--- src/rtl/block_mean_accumulator_if.sv ---
// Stream bundle for block_mean_accumulator: sample input channel
// (in_valid/in_ready/in_data/in_last) and closed-block output slot
// (out_valid/out_ready/out_sum/out_cnt/out_ovf).
// The slave modport is the accumulator's view; master is the feeder/consumer side.
interface block_mean_accumulator_if #(
    parameter int DATA_WIDTH = 8,
    parameter int SUM_WIDTH  = 16,
    parameter int CNT_WIDTH  = 8
);
    logic                  in_valid;
    logic                  in_ready;
    logic [DATA_WIDTH-1:0] in_data;
    logic                  in_last;
    logic                  out_valid;
    logic                  out_ready;
    logic [SUM_WIDTH-1:0]  out_sum;
    logic [CNT_WIDTH-1:0]  out_cnt;
    logic                  out_ovf;

    modport slave (
        input  in_valid,
        input  in_data,
        input  in_last,
        input  out_ready,
        output in_ready,
        output out_valid,
        output out_sum,
        output out_cnt,
        output out_ovf
    );

    modport master (
        output in_valid,
        output in_data,
        output in_last,
        output out_ready,
        input  in_ready,
        input  out_valid,
        input  out_sum,
        input  out_cnt,
        input  out_ovf
    );
endinterface

--- src/rtl/block_mean_accumulator.sv ---
// block_mean_accumulator
// Sums a stream of unsigned samples per block and counts them. When a block
// closes (in_last, or the counter reaching its maximum) the totals move into a
// single registered output slot that feeds a combinational divider (sum is the
// dividend, count the divisor). The slot passes through when drained, so a new
// block can close on the same edge the previous one is taken.
// Sum arithmetic saturates; out_ovf flags any saturation within the block.
// Optional build macro ACC_ROUND_EN: adds count/2 to the closing sum so that
// the divider's floor gives a round-half-up mean.
module block_mean_accumulator #(
    parameter int DATA_WIDTH = 8,
    parameter int SUM_WIDTH  = 16,
    parameter int CNT_WIDTH  = 8
) (
    input logic                    clk,
    input logic                    rst,
    block_mean_accumulator_if.slave bus
);

    localparam logic [0:0]           ST_IDLE  = 1'b0;
    localparam logic [0:0]           ST_ACCUM = 1'b1;
    localparam logic [SUM_WIDTH-1:0] SUM_MAX  = {SUM_WIDTH{1'b1}};
    localparam logic [CNT_WIDTH-1:0] CNT_MAX  = {CNT_WIDTH{1'b1}};

    // Saturating unsigned add; bit [SUM_WIDTH] reports that a carry occurred.
    function automatic logic [SUM_WIDTH:0] sat_add(
        input logic [SUM_WIDTH-1:0] a,
        input logic [SUM_WIDTH-1:0] b
    );
        logic [SUM_WIDTH:0] wide;
        wide = {1'b0, a} + {1'b0, b};
        if (wide[SUM_WIDTH]) begin
            sat_add = {1'b1, SUM_MAX};
        end else begin
            sat_add = wide;
        end
    endfunction

    // Registered state
    logic [0:0]           state_q,     state_d;
    logic [SUM_WIDTH-1:0] acc_sum_q,   acc_sum_d;
    logic [CNT_WIDTH-1:0] acc_cnt_q,   acc_cnt_d;
    logic                 acc_ovf_q,   acc_ovf_d;
    logic                 out_valid_q, out_valid_d;
    logic [SUM_WIDTH-1:0] out_sum_q,   out_sum_d;
    logic [CNT_WIDTH-1:0] out_cnt_q,   out_cnt_d;
    logic                 out_ovf_q,   out_ovf_d;

    // Datapath signals
    logic                 in_ready_s;
    logic                 accept_s;
    logic                 close_s;
    logic [SUM_WIDTH-1:0] data_ext_s;
    logic [SUM_WIDTH-1:0] base_sum_s;
    logic [CNT_WIDTH-1:0] base_cnt_s;
    logic                 base_ovf_s;
    logic [SUM_WIDTH-1:0] new_sum_s;
    logic                 add_ovf_s;
    logic [CNT_WIDTH-1:0] new_cnt_s;
    logic                 new_ovf_s;
    logic [SUM_WIDTH-1:0] fin_sum_s;
    logic                 fin_ovf_s;
`ifdef ACC_ROUND_EN
    logic                 rnd_ovf_s;
`endif

    // Single output slot: a sample may enter whenever the slot is empty or
    // is being drained this cycle.
    assign in_ready_s = !out_valid_q || bus.out_ready;
    assign accept_s   = bus.in_valid && in_ready_s;
    assign data_ext_s = SUM_WIDTH'(bus.in_data);

    // Running totals including the sample offered this cycle; an idle FSM
    // starts from zero so the first sample of a block is loaded, not added.
    always_comb begin
        base_sum_s = '0;
        base_cnt_s = '0;
        base_ovf_s = 1'b0;
        case (state_q)
            ST_ACCUM: begin
                base_sum_s = acc_sum_q;
                base_cnt_s = acc_cnt_q;
                base_ovf_s = acc_ovf_q;
            end
            ST_IDLE: begin
                base_sum_s = '0;
                base_cnt_s = '0;
                base_ovf_s = 1'b0;
            end
            default: begin
                base_sum_s = '0;
                base_cnt_s = '0;
                base_ovf_s = 1'b0;
            end
        endcase
        {add_ovf_s, new_sum_s} = sat_add(base_sum_s, data_ext_s);
        new_cnt_s = base_cnt_s + CNT_WIDTH'(1);
        new_ovf_s = base_ovf_s | add_ovf_s;
    end

    // Block closes on a qualified in_last or when the counter would reach
    // its maximum, which keeps the count from ever wrapping to zero.
    assign close_s = accept_s && (bus.in_last || (new_cnt_s == CNT_MAX));

`ifdef ACC_ROUND_EN
    // Closing sum biased by count/2 so a floor divide rounds half up.
    always_comb begin
        {rnd_ovf_s, fin_sum_s} = sat_add(new_sum_s, SUM_WIDTH'(new_cnt_s >> 1));
        fin_ovf_s = new_ovf_s | rnd_ovf_s;
    end
`else
    // Closing sum passed through unchanged (divider yields truncated mean).
    always_comb begin
        fin_sum_s = new_sum_s;
        fin_ovf_s = new_ovf_s;
    end
`endif

    // Accumulator FSM: open a block on first accept, add while open, clear on close.
    always_comb begin
        state_d   = state_q;
        acc_sum_d = acc_sum_q;
        acc_cnt_d = acc_cnt_q;
        acc_ovf_d = acc_ovf_q;
        if (close_s) begin
            state_d   = ST_IDLE;
            acc_sum_d = '0;
            acc_cnt_d = '0;
            acc_ovf_d = 1'b0;
        end else if (accept_s) begin
            state_d   = ST_ACCUM;
            acc_sum_d = new_sum_s;
            acc_cnt_d = new_cnt_s;
            acc_ovf_d = new_ovf_s;
        end else begin
            state_d   = state_q;
            acc_sum_d = acc_sum_q;
            acc_cnt_d = acc_cnt_q;
            acc_ovf_d = acc_ovf_q;
        end
    end

    // Output slot: load on close (even while draining, so no bubble), clear
    // valid on drain, otherwise hold the presented block stable.
    always_comb begin
        out_valid_d = out_valid_q;
        out_sum_d   = out_sum_q;
        out_cnt_d   = out_cnt_q;
        out_ovf_d   = out_ovf_q;
        if (close_s) begin
            out_valid_d = 1'b1;
            out_sum_d   = fin_sum_s;
            out_cnt_d   = new_cnt_s;
            out_ovf_d   = fin_ovf_s;
        end else if (out_valid_q && bus.out_ready) begin
            out_valid_d = 1'b0;
        end else begin
            out_valid_d = out_valid_q;
        end
    end

    // State registers; reset discards any open block and any pending output.
    always_ff @(posedge clk or posedge rst) begin
        if (rst) begin
            state_q     <= ST_IDLE;
            acc_sum_q   <= '0;
            acc_cnt_q   <= '0;
            acc_ovf_q   <= 1'b0;
            out_valid_q <= 1'b0;
            out_sum_q   <= '0;
            out_cnt_q   <= '0;
            out_ovf_q   <= 1'b0;
        end else begin
            state_q     <= state_d;
            acc_sum_q   <= acc_sum_d;
            acc_cnt_q   <= acc_cnt_d;
            acc_ovf_q   <= acc_ovf_d;
            out_valid_q <= out_valid_d;
            out_sum_q   <= out_sum_d;
            out_cnt_q   <= out_cnt_d;
            out_ovf_q   <= out_ovf_d;
        end
    end

    assign bus.in_ready  = in_ready_s;
    assign bus.out_valid = out_valid_q;
    assign bus.out_sum   = out_sum_q;
    assign bus.out_cnt   = out_cnt_q;
    assign bus.out_ovf   = out_ovf_q;

endmodule

--- src/flat_wrapper.sv ---
// flat-port wrapper written by rule: the top's interface ports become plain ports
module block_mean_accumulator_flat 
#(
    parameter int DATA_WIDTH = 8,
    parameter int SUM_WIDTH  = 16,
    parameter int CNT_WIDTH  = 8
)
  (clk, rst, bus_in_valid, bus_in_data, bus_in_last, bus_out_ready, bus_in_ready, bus_out_valid, bus_out_sum, bus_out_cnt, bus_out_ovf);
  block_mean_accumulator_if #(.DATA_WIDTH(DATA_WIDTH), .SUM_WIDTH(SUM_WIDTH), .CNT_WIDTH(CNT_WIDTH)) bus_i ();
  input logic clk;
  input logic rst;
  input wire logic [$bits(bus_i.in_valid)-1:0] bus_in_valid;
  input wire logic [$bits(bus_i.in_data)-1:0] bus_in_data;
  input wire logic [$bits(bus_i.in_last)-1:0] bus_in_last;
  input wire logic [$bits(bus_i.out_ready)-1:0] bus_out_ready;
  output wire logic [$bits(bus_i.in_ready)-1:0] bus_in_ready;
  output wire logic [$bits(bus_i.out_valid)-1:0] bus_out_valid;
  output wire logic [$bits(bus_i.out_sum)-1:0] bus_out_sum;
  output wire logic [$bits(bus_i.out_cnt)-1:0] bus_out_cnt;
  output wire logic [$bits(bus_i.out_ovf)-1:0] bus_out_ovf;
  assign bus_i.in_valid = bus_in_valid;
  assign bus_i.in_data = bus_in_data;
  assign bus_i.in_last = bus_in_last;
  assign bus_i.out_ready = bus_out_ready;
  assign bus_in_ready = bus_i.in_ready;
  assign bus_out_valid = bus_i.out_valid;
  assign bus_out_sum = bus_i.out_sum;
  assign bus_out_cnt = bus_i.out_cnt;
  assign bus_out_ovf = bus_i.out_ovf;
  block_mean_accumulator #(.DATA_WIDTH(DATA_WIDTH), .SUM_WIDTH(SUM_WIDTH), .CNT_WIDTH(CNT_WIDTH)) u_core (.clk(clk), .rst(rst), .bus(bus_i));
endmodule
--- config.mk ---
export PLATFORM = sky130hd
export DESIGN_NAME = block_mean_accumulator_flat
export DESIGN_NICKNAME = d
export VERILOG_FILES = /design/src/rtl/block_mean_accumulator_if.sv /design/src/rtl/block_mean_accumulator.sv /design/src/flat_wrapper.sv
export SDC_FILE = /design/constraint.sdc
export NUM_CORES = 1
export LEC_CHECK = 0
export ABC_CLOCK_PERIOD_IN_PS = 4400
export CORE_ASPECT_RATIO = 0.6
export CORE_MARGIN = 3
export CORE_UTILIZATION = 42
export DETAILED_ROUTE_END_ITERATION = 16
export PLACE_DENSITY = 0.62
export RECOVER_POWER = 50
export SKIP_LAST_GASP = 1
export SYNTH_ARGS = -nofsm -noshare
export SYNTH_HDL_FRONTEND = slang
export SYNTH_SLANG_ARGS = --single-unit
--- constraint.sdc ---
create_clock -name clk -period 4.4 [get_ports clk]
set_clock_uncertainty 0.15 [all_clocks]
set_input_delay 0.66 -clock clk [delete_from_list [all_inputs] [get_ports clk]]
set_output_delay 0.66 -clock clk [all_outputs]
set_load 0.05 [all_outputs]
; ---- Yosys cells after proc, flatten, opt, wreduce, memory -nomap -nowiden
; Index checks and enable logic that the tools add are counted.
; W data, S select, Z words.
[classes]
eq_ne = 1
add_sub_neg = 2
reduce_logical = 8
bitwise = 2
mux = 14
[op_table]
columns = op, n
row1 = $mux W16, 2
row2 = $pmux W16 S2, 1
row3 = $add A16 B8 Y17, 1
row4 = $mux W17, 1
row5 = $mux W8, 2
row6 = $pmux W8 S2, 1
row7 = $add A8 B1 Y8 const B, 1
row8 = $eq A8 B8 Y1 const B, 1
row9 = $mux W1, 6
row10 = $reduce_bool A2 Y1, 2
row11 = $logic_and A1 B1 Y1, 3
row12 = $logic_or A1 B1 Y1, 2
row13 = $pmux W1 S2, 1
row14 = $logic_not A1 Y1, 1
row15 = $not A1 Y1, 1
row16 = $or A1 B1 Y1, 1
[word_totals]
output_inout_bits = 27
in_bits = 13
word_cells = 35
reg_bits = 52

; ---- Longest topological paths before layout
; Gate-level depths: netlist of the first run.
[logic_depth]
word_depth = 7
depth_mapped = 13
mapped_depth_nobuf = 9

; ---- Worst setup path after synthesis of the first run
; OpenSTA, ideal clock, no wires.
[synth_timing]
kind = register -> register
startpoint = register u_core.state_q
endpoint = register u_core.acc_sum_q[14]
stages_incl_launch_ff = 13
setup_slack_ps = 1208
n_path_buf = 3
t_required_ps = 4124
t_arrival_ps = 2916
period_less_slack_ps = 3192
setup_ps = 126
cell_sequence = dfrtp_1 -> clkbuf_2 -> clkbuf_1 -> clkbuf_1 -> and2_1 -> ha_1 -> fa_1 -> a211oi_1 -> nor3_2 -> o2111ai_1 -> mux2_2 -> a221oi_1 -> nor2_1
[synth_via]
elab_chain_len = 7
word_cells_on_any_way = 12
cone_classes = add/sub: 2 / eq/ne: 1 / mux: 5 / bitwise: 1 / reduce/logical: 3
[synth_lines]
columns = element, line_no
row1 = start: declaration, block_mean_accumulator.sv:40  ; logic [0:0] state_q, state_d;
row2 = start signal: assignment, block_mean_accumulator.sv:174  ; state_q <= state_d;
row3 = $not A1 Y1, block_mean_accumulator.sv:79  ; case (state_q)
row4 = $pmux W8 S2, block_mean_accumulator.sv:79
row5 = $add A8 B1 Y8, block_mean_accumulator.sv:97  ; new_cnt_s = base_cnt_s + CNT_WIDTH'(1);
row6 = $eq A8 B8 Y1, block_mean_accumulator.sv:103  ; assign close_s = accept_s && (bus.in_last || (new_cnt_s == CNT_MAX));
row7 = $logic_or A1 B1 Y1, block_mean_accumulator.sv:103
row8 = $logic_and A1 B1 Y1, block_mean_accumulator.sv:103
row9 = $mux W16 or $reduce_bool A2 Y1 (tied branches), --
row10 = end signal: assignment, block_mean_accumulator.sv:175  ; acc_sum_q <= acc_sum_d;
row11 = end: declaration, block_mean_accumulator.sv:41  ; logic [SUM_WIDTH-1:0] acc_sum_q, acc_sum_d;
; Several ways; a longest one is shown, not always the timed one. The select of a mux whose other input is x is not followed.
; A chain may end at the register's enable or synchronous reset.

; ---- Final worst setup path of the first run
[layout_timing]
startpoint = register u_core.state_q
endpoint = register u_core.out_sum_q[11], in the netlist u_core.bus.out_sum[11]
[layout_via]
elab_chain_len = 6
word_cells_on_any_way = 9
cone_classes = add/sub: 2 / eq/ne: 1 / mux: 3 / bitwise: 1 / reduce/logical: 2
[layout_lines]
columns = element, line_no
row1 = $not A1 Y1, block_mean_accumulator.sv:79
row2 = $pmux W8 S2, block_mean_accumulator.sv:79
row3 = $add A8 B1 Y8, block_mean_accumulator.sv:97
row4 = $eq A8 B8 Y1, block_mean_accumulator.sv:103
row5 = $logic_or A1 B1 Y1, block_mean_accumulator.sv:103
row6 = $logic_and A1 B1 Y1, block_mean_accumulator.sv:103
row7 = end signal: assignment, block_mean_accumulator.sv:179  ; out_sum_q <= out_sum_d;
row8 = end: declaration, block_mean_accumulator.sv:45  ; logic [SUM_WIDTH-1:0] out_sum_q, out_sum_d;
; Several ways; a longest one is shown, not always the timed one.

==> impl_metrics.env, run 1 <==
export IMPL_drc=0
export IMPL_place_inst=471
export IMPL_drt_pass1_iter_count=5
export IMPL_cts_root_buf="clkbuf_16"
export IMPL_seq_area_frac_synth_pct=41.40
export IMPL_post_cts_resized=0
export IMPL_io_buffers=39
export IMPL_fin_area_sq_um=3747
export IMPL_hpwl_mm=5.797
export IMPL_grt_overflow=0
export IMPL_cellPowerDensity_nw_per_um2=369.1
export IMPL_worstMarginPinSlew_ns=1.486
export IMPL_antenna_found_initial=0
export IMPL_wirelength_mm=8.162
export IMPL_start_util_pct=45.13
export IMPL_violations="max-capacitance violations"
export IMPL_fin_crit_ns=3.382
export IMPL_cts_tree="built"
export IMPL_yosysWarningCount=0
export IMPL_async_flop_share_pct=100.0
export IMPL_cpMaxStageDelayCell="a41o_1"
export IMPL_htree_levels=2
export IMPL_setup_viol=0
export IMPL_cts_sinks=52
export IMPL_slew_viol_final=0
export IMPL_synth_ff_type="dfrtp_1"
export IMPL_p_leak_nw=1.541
export IMPL_synth_edf_count=0
export IMPL_track_usage_pct=20.51
export IMPL_maxCapViolations=1
export IMPL_synthCells=345
export IMPL_die_h_um=73.01
export IMPL_yosys_register_bits=52
export IMPL_relSlewSlack_pct=0.8456
export IMPL_fillCellCount=668
export IMPL_vdd_drop_max_mv=0.2464
export IMPL_num_io_pins=40
export IMPL_via_per_inst=5.729
export IMPL_arrival_ns=3.43
export IMPL_post_route_period_util_pct=76.85
export IMPL_nets=402
export IMPL_clk_path_buf_depth=2
export IMPL_hold_buffers=0
export IMPL_cpPeakStageDelay_ns=0.64
export IMPL_grt_max_degree=39
export IMPL_row_count=23
export IMPL_wl_per_cell_um=17.04
export IMPL_postLayoutSetupSlackWorst_ns=1.018
export IMPL_drtIter0Drc=267
export IMPL_pre_cts_ws_ns=0.8116
export IMPL_ant_nets=0
export IMPL_crit_fanout=15
export IMPL_layout_drive_gt1_share_pct=8.179
export IMPL_yosys_cell_types_count=58
export IMPL_worstSetupEndpointType="flip-flop"
export IMPL_layout_cells_non_filler=479
export IMPL_crit_type="reg2reg"
export IMPL_syn_area_per_cell_sq_um=9.110
export IMPL_syn_to_final_growth_pct=19.23
export IMPL_cp_top_family="compound AO/OA/AOI/OAI gates"
export IMPL_place_congestion=0.9240
export IMPL_diodes=0
export IMPL_hp_class="reg2reg"
export IMPL_syn_cell_area_sq_um=3143
export IMPL_coreArea_sq_um=6964
export IMPL_post_cts_setup_buffers=0
export IMPL_place_area_sq_um=3605
export IMPL_startpoint_type="flip-flop"
export IMPL_rsz0062_at_grt="false"
export IMPL_finalHoldWorstSlack_ns=0.3206
export IMPL_fmax_ghz=0.2957
export IMPL_die_area_sq_um=8591
export IMPL_crit_buf_inv=0
export IMPL_synth_fp_nets=369
export IMPL_status="complete, but fails checks"
export IMPL_vias=2744
export IMPL_seq_area_sq_um=1301
export IMPL_die_x_um=117.7
export IMPL_final_util_pct=53.81
export IMPL_cts_inserted_buffers=5
export IMPL_total_power_mw=1.383
export IMPL_worst_skew_pair_late_latency_ns=0.30
export IMPL_grt_pass1_vias=2613
export IMPL_clk_pin_slew_ns=0.07
export IMPL_cp_data_required_time_ns=4.45
export IMPL_multi_input_area_sq_um=1702
export IMPL_hold_viol=0
export IMPL_grt_pass1_wl_mm=13.87
export IMPL_setup_tns_ns=0
export IMPL_path_cells="and2_1 -> ha_1 -> nand3_2 -> nor4b_1 -> a311o_1 -> a41o_1 -> nand2_1 -> o31ai_1"
-- state kept, by name, summed over array words and instances (netlist names) --
register	flops
u_core.acc_cnt_q	8
u_core.acc_ovf_q	1
u_core.acc_sum_q	16
u_core.bus.out_cnt	8
u_core.bus.out_ovf	1
u_core.bus.out_sum	16
u_core.bus.out_valid	1
u_core.state_q	1
-- path summary, 6_finish.rpt --
kind	start	to	slack (ns)	cells after the start
max in group asynchronous	rst	u_core.acc_sum_q[4]$_DFFE_PP0P_	1.62	3
min reg2reg	u_core.acc_sum_q[3]$_DFFE_PP0P_	u_core.acc_sum_q[3]$_DFFE_PP0P_	0.32	2
max reg2reg	u_core.state_q$_DFFE_PP0P_	u_core.bus.out_sum[11]$_DFFE_PP0P_	1.02	8
min	u_core.acc_sum_q[3]$_DFFE_PP0P_	u_core.acc_sum_q[3]$_DFFE_PP0P_	0.32	2
max	u_core.state_q$_DFFE_PP0P_	u_core.bus.out_sum[11]$_DFFE_PP0P_	1.02	8
min in group asynchronous	rst	u_core.bus.out_sum[8]$_DFFE_PP0P_	1.09	2
-- cells by family after synthesis --
kind of cell	after synthesis	share of synthesized area (%)
AOI/OAI and AO/OA	105	22.85
adders and majority gates	11	4.618
xor gates and xnor gates	12	3.344
buffers and inverters	29	4.498
muxes	11	3.742
DFF	52	41.40
and+or+nand+nor	125	19.55
-- layout make-up --
class / count / share of cell area [%]
flip-flops and latches: 52 / 34.72
multi-input cells: 264 / 45.41
repair buffers: 46 / 11.72
inverters: 9 / 0.9015
clock buffers: 8 / 3.907
well taps: 100 / 3.339
-- metal layers --
metal / GRT usage (%) / up-vias / share of wire (%)
li1: - / 1328 / -
met1: 31.80 / 1307 / 54
met2: 28.31 / 96 / 38
met3: 3.950 / 13 / 5.8
met4: 6.883 / 0 / 1.5
met5: 0 / - / 0
-- worst reg2reg max path: cells and delay by family (launching register included) --
kind	cells	cell delay (ns)
simple gates	4	1.05
fa+ha+maj	1	0.35
compound gates	3	1.19
flops	1	0.55
-- cell usage after synthesis, types with 3 or more instances --
library cell,number,area (sq um)
a21o_1,3,22.52
o2111ai_1,3,26.28
a22o_1,3,26.28
clkbuf_1,11,41.29
a211oi_1,4,30.03
a21oi_2,9,78.83
or3_1,3,18.77
nand3_1,12,60.06
xnor2_1,7,61.31
o31ai_1,10,75.07
nand2_1,34,127.6
mux2i_1,5,50.05
buf_6,3,33.78
xor2_1,5,43.79
mux2_1,4,45.04
nand2b_1,4,25.02
and3_1,6,37.54
nor4_1,3,18.77
a31oi_1,8,50.05
nor2_1,33,123.9
dfrtp_1,52,1301
o21ai_1,3,15.01
ha_1,10,125.1
buf_2,4,20.02
o21ai_0,17,85.08
nor3_1,6,30.03
a21oi_1,23,115.1
and2_1,13,81.33
inv_1,8,30.03
-- cell usage in the layout, fill, tap and decap left out, types with 9 or more instances in the layout --
| cell | n |
|---|---|
| dlygate4sd3_1 | 14 |
| nand3_1 | 12 |
| o21ai_0 | 17 |
| o31ai_1 | 10 |
| nand2_1 | 34 |
| clkdlybuf4s50_1 | 25 |
| dfrtp_1 | 52 |
| and2_1 | 13 |
| a21oi_1 | 23 |
| a21oi_2 | 9 |
| nor2_1 | 33 |
| ha_1 | 10 |
-- where the power goes --
| part | leakage (nW) | internal (mW) | total (mW) | switching [mW] |
|---|---|---|---|---|
| Sequential | 0.670 | 0.529 | 0.561 | 0.0315 |
| Clock | 0.0712 | 0.228 | 0.405 | 0.178 |
| Combinational | 0.801 | 0.136 | 0.417 | 0.281 |
| Total | 1.54 | 0.893 | 1.38 | 0.490 |
No activity file was read; power rests on OpenSTA's default activity.
==> run 2, diff against run 1 <==
- ABC_CLOCK_PERIOD_IN_PS: 4400 -> 3460
- clock period: 4.4 -> 3.46 ns (I/O delays scaled with it)
==> run 2 against run 1 <==
Sequential power increased by 27%. Maximum frequency increased by 7.5%. The flow finishes with violations (max-capacitance violations, max-slew violations). Clock power increased by 18%. Core utilization increased by 0.63 points. Via count decreased by 3.7%. Combinational power increased by 28%.
==> impl_metrics.env, run 2 (synthesized netlist as in run 1, its figures left out) <==
export IMPL_post_cts_setup_buffers=0
export IMPL_crit_fanout=13
export IMPL_worst_skew_pair_late_latency_ns=0.29
export IMPL_rsz0062_at_grt="false"
export IMPL_total_power_mw=1.723
export IMPL_power_frac_seq_pct=41.3
export IMPL_place_congestion=0.8905
export IMPL_final_util_pct=54.44
export IMPL_p_comb_share_pct=30.9
export IMPL_cts_inserted_buffers=5
export IMPL_maxCapViolations=1
export IMPL_hold_viol=0
export IMPL_cts_root_buf="clkbuf_16"
export IMPL_place_inst=479
export IMPL_crit_type="reg2reg"
export IMPL_fillCellCount=689
export IMPL_relSlewSlack_pct=-12.15
export IMPL_clk_path_buf_depth=2
export IMPL_setup_viol=0
export IMPL_fmax_ghz=0.3179
export IMPL_final_common_cell="dfrtp_1"
export IMPL_postLayoutSetupSlackWorst_ns=0.3143
export IMPL_grt_pass1_wl_mm=13.24
export IMPL_slew_viol_final=31
export IMPL_worstMarginPinSlew_ns=1.682
export IMPL_cts_tree="built"
export IMPL_cpPeakStageDelay_ns=0.52
export IMPL_htree_levels=2
export IMPL_power_switching_mw=0.6084
export IMPL_row_count=23
export IMPL_grt_max_degree=31
export IMPL_num_io_pins=40
export IMPL_coreArea_sq_um=6964
export IMPL_syn_to_final_growth_pct=20.62
export IMPL_start_util_pct=45.13
export IMPL_cpMaxStageDelayCell="dfrtp_1"
export IMPL_wl_per_cell_um=16.29
export IMPL_cp_top_family="compound AO/OA/AOI/OAI gates"
export IMPL_clk_pin_slew_ns=0.07
export IMPL_die_h_um=73.01
export IMPL_layout_cells_non_filler=486
export IMPL_antenna_found_initial=0
export IMPL_cp_data_required_time_ns=3.47
export IMPL_ant_nets=0
export IMPL_place_area_sq_um=3665
export IMPL_p_int_mw=1.115
export IMPL_grt_pass1_vias=2505
export IMPL_arrival_ns=3.16
export IMPL_io_buffers=39
export IMPL_hold_buffers=0
export IMPL_diodes=0
export IMPL_nets=410
export IMPL_hp_class="reg2reg"
export IMPL_hpwl_mm=5.840
export IMPL_post_cts_resized=0
export IMPL_cellPowerDensity_nw_per_um2=454.6
export IMPL_switching_share_pct=35.30
export IMPL_pre_cts_ws_ns=0.09648
export IMPL_vias=2642
export IMPL_drc=0
export IMPL_vdd_drop_max_mv=0.3745
export IMPL_fin_area_sq_um=3791
export IMPL_cts_sinks=52
export IMPL_via_per_inst=5.436
export IMPL_worstSetupEndpointType="flip-flop"
export IMPL_die_area_sq_um=8591
export IMPL_mostFrequentLayoutCells="52 x dfrtp_1, 34 x nand2_1, 33 x nor2_1, 25 x clkdlybuf4s50_1, 23 x a21oi_1"
export IMPL_grt_overflow=0
export IMPL_track_usage_pct=19.46
export IMPL_layout_drive_gt1_share_pct=9.845
export IMPL_p_clk_share_pct=27.8
export IMPL_drtIter0Drc=109
export IMPL_p_leak_nw=1.569
export IMPL_crit_buf_inv=0
export IMPL_status="complete, but fails checks"
export IMPL_post_route_period_util_pct=90.92
export IMPL_setup_tns_ns=0
export IMPL_fin_crit_ns=3.146
export IMPL_violations="max-capacitance violations, max-slew violations"
export IMPL_drt_pass1_iter_count=4
export IMPL_wirelength_mm=7.918
export IMPL_die_x_um=117.7
export IMPL_startpoint_type="flip-flop"
export IMPL_path_cells="and2_1 -> ha_1 -> fa_1 -> a211oi_1 -> nor3_2 -> o2111ai_1 -> mux2_2 -> a221oi_1 -> nor2_1"
export IMPL_finalHoldWorstSlack_ns=0.3211
[run 2: changes by cell type in the layout (fill, tap and decap cells not counted), sizes merged]
| cell | delta |
|---|---|
| buf | +7 |
| clkbuf | -1 |
| clkinv | +1 |
[run 2: path summary, 6_finish.rpt]
| path | startpoint | to | slack [ns] | cells after the start |
|---|---|---|---|---|
| setup / recovery | u_core.state_q$_DFFE_PP0P_ | u_core.acc_sum_q[14]$_DFFE_PP0P_ | 0.31 | 9 |
| hold / removal | u_core.acc_sum_q[0]$_DFFE_PP0P_ | u_core.acc_sum_q[0]$_DFFE_PP0P_ | 0.32 | 2 |
| setup reg to reg | u_core.state_q$_DFFE_PP0P_ | u_core.acc_sum_q[14]$_DFFE_PP0P_ | 0.31 | 9 |
| hold reg to reg | u_core.acc_sum_q[0]$_DFFE_PP0P_ | u_core.acc_sum_q[0]$_DFFE_PP0P_ | 0.32 | 2 |
| max in group asynchronous | rst | u_core.bus.out_cnt[0]$_DFFE_PP0P_ | 1.05 | 3 |
| min in group asynchronous | rst | u_core.bus.out_sum[8]$_DFFE_PP0P_ | 0.94 | 3 |
[run 2: worst register-to-register path: cells and delay by family, from the launching register on]
| family | cells | cell delay [ns] |
|---|---|---|
| DFF | 1 | 0.52 |
| AOI/OAI and AO/OA | 3 | 0.91 |
| adders and majority gates | 2 | 0.67 |
| and+or+nand+nor | 3 | 0.39 |
| muxes | 1 | 0.38 |
[run 2: per-layer routing]
layer / vias up / share of wire, % / global-route usage (%)
li1: 1327 / - / -
met3: 7 / 5.4 / 4.570
met4: 0 / 0.83 / 4.286
met5: - / 0 / 0
met2: 61 / 37 / 25.57
met1: 1247 / 57 / 31.41
[run 2: cell type report]
type                            instances  area, sq um  area share, %
Clock buffer                            6        128.9          3.399
Clock inverter                          1        5.005         0.1320
Inverter                                9        33.78         0.8911
Multi-Input combinational cell        264         1702          44.88
Sequential cell                        52         1301          34.32
Tap cell                              100        125.1          3.300
Timing Repair Buffer                   54        495.5          13.07
[run 2: power groups by stage]
stage	combinational, mW	sequential, mW	clock (mW)
after global routing	0.573	0.723	0.515
final	0.533	0.713	0.478
after CTS	0.547	0.715	0.494
after detailed placement	0.545	0.725	0
after global placement	0.540	0.724	0
after floorplan	0.224	0.871	0
==> RTL change, RTL diff (settings of run 2) <==
The option `ACC_ROUND_EN` is turned on by a define.
--- a/src/rtl/block_mean_accumulator.sv
+++ b/src/rtl/block_mean_accumulator.sv
@@ -7,6 +7,8 @@
 // Sum arithmetic saturates; out_ovf flags any saturation within the block.
 // Optional build macro ACC_ROUND_EN: adds count/2 to the closing sum so that
 // the divider's floor gives a round-half-up mean.
+`define ACC_ROUND_EN
+
 module block_mean_accumulator #(
     parameter int DATA_WIDTH = 8,
     parameter int SUM_WIDTH  = 16,
Function: changed (a bounded check fails within 4 cycles, from zero or initial values and one cycle with rst high).
==> RTL change against run 2 <==
The flow finishes with violations (negative setup slack); critical path type unchanged; utilization grew 11 points; setup slack got worse by 0.66 ns; sequential cell count stayed put; largest cell class unchanged; synthesized area rose by 8.8%; count of clock-buffer cells in the layout fell by 1; sequential share of layout area shrank 7.9 points; final area up 30%; first-iteration DRC count rose by 150%; wire length is 31% higher.
Power is not compared: it rests on default switching activity, and its combinational part moved more than twofold at a synthesized area within 25%.
==> RTL change: results (changes against run 2) <==
| Metric | Value |
|---|---|
| Status | `complete, but fails checks` |
| Violated checks | `negative setup slack` |
| Sequential fraction of the synthesis area | `38.1% (-3.3 points)` |
| Inverter count | `11 (+2)` |
| Final WL | `10.4 mm (+31%)` |
| Total track usage | `23.0% (+3.6 points)` |
| First-pass GRT wire length | `16.5 mm (+25%)` |
| Nets | `516 (+26%)` |
| CP endpoint | `u_core.bus.out_sum[13]$_DFFE_PP0P_` |
| Final Wtd Congestion | `0.854 (-4.2%)` |
| Clkbuf count | `5 (-1)` |
| Met1 Usage GRT | `36.5% (+5.1 points)` |
| Non-clock buffer share | `21.0% (+7.9 points)` |
| CP max FO | `7 (-6)` |
| Met2 WL | `4.21 mm (+45%)` |
| Post-synthesis mux area share | `1.43% (-2.3 points)` |
| Post-Synth XOR/XNOR Area | `6.15% (+2.8 points)` |
| Post-Route M1 WL | `5.39 mm (+19%)` |
| Min Hold Slack | `0.326 ns (+0.00456 ns)` |
| Top area cells in the synthesized netlist | `dfrtp_1 38%, nand2_1 7.2%, ha_1 6.2%` |
| Met3 Track Usage GR | `4.97% (+0.40 points)` |
| Final Setup Violations | `17 (+17)` |
| Synth Area in Adders | `7.39% (+2.8 points)` |
| Vias in the first global route | `3113 (+24%)` |
| Distinct cell type count after synthesis | `63 (+8.6%)` |
| Share of cells above drive strength 1 | `31.3% (+21 points)` |
| Critical path arrival | `3.84 ns (+0.68 ns)` |
| Slack of the critical path | `-0.343 ns (-0.657 ns)` |
## RTL change: worst reg2reg max path: cells and delay by family (launching register included)
| kind | cells | cell delay [ns] |
|---|---|---|
| compound gates | 7 | 1.31 |
| flops | 1 | 0.41 |
| fa+ha+maj | 4 | 1.10 |
| simple gates | 6 | 0.74 |
## RTL change: cell families after synthesis
group           after synthesis
compound gates               98
xor+xnor                     24
fa+ha+maj                    19
buf+inv                      27
flops                        52
mux                           4
simple gates                145
## RTL change: per-stage QoR
step           util, %  area [um^2]  total power [mW]
2_1_floorplan        -         3480              1.79
3_3_place_gp      59.3         4480              2.42
5_1_grt           65.0         4920              3.44
4_1_cts           63.2         4780              3.16
6_report          65.0         4920              3.27
3_5_place_dp      59.3         4480              2.44
## RTL change: what timing repair did
action	CTS	global route
pin swaps	12	20
cloned	1	0
resized for setup	12	21
setup endpoints to repair	17	17
setup buffers	5	6
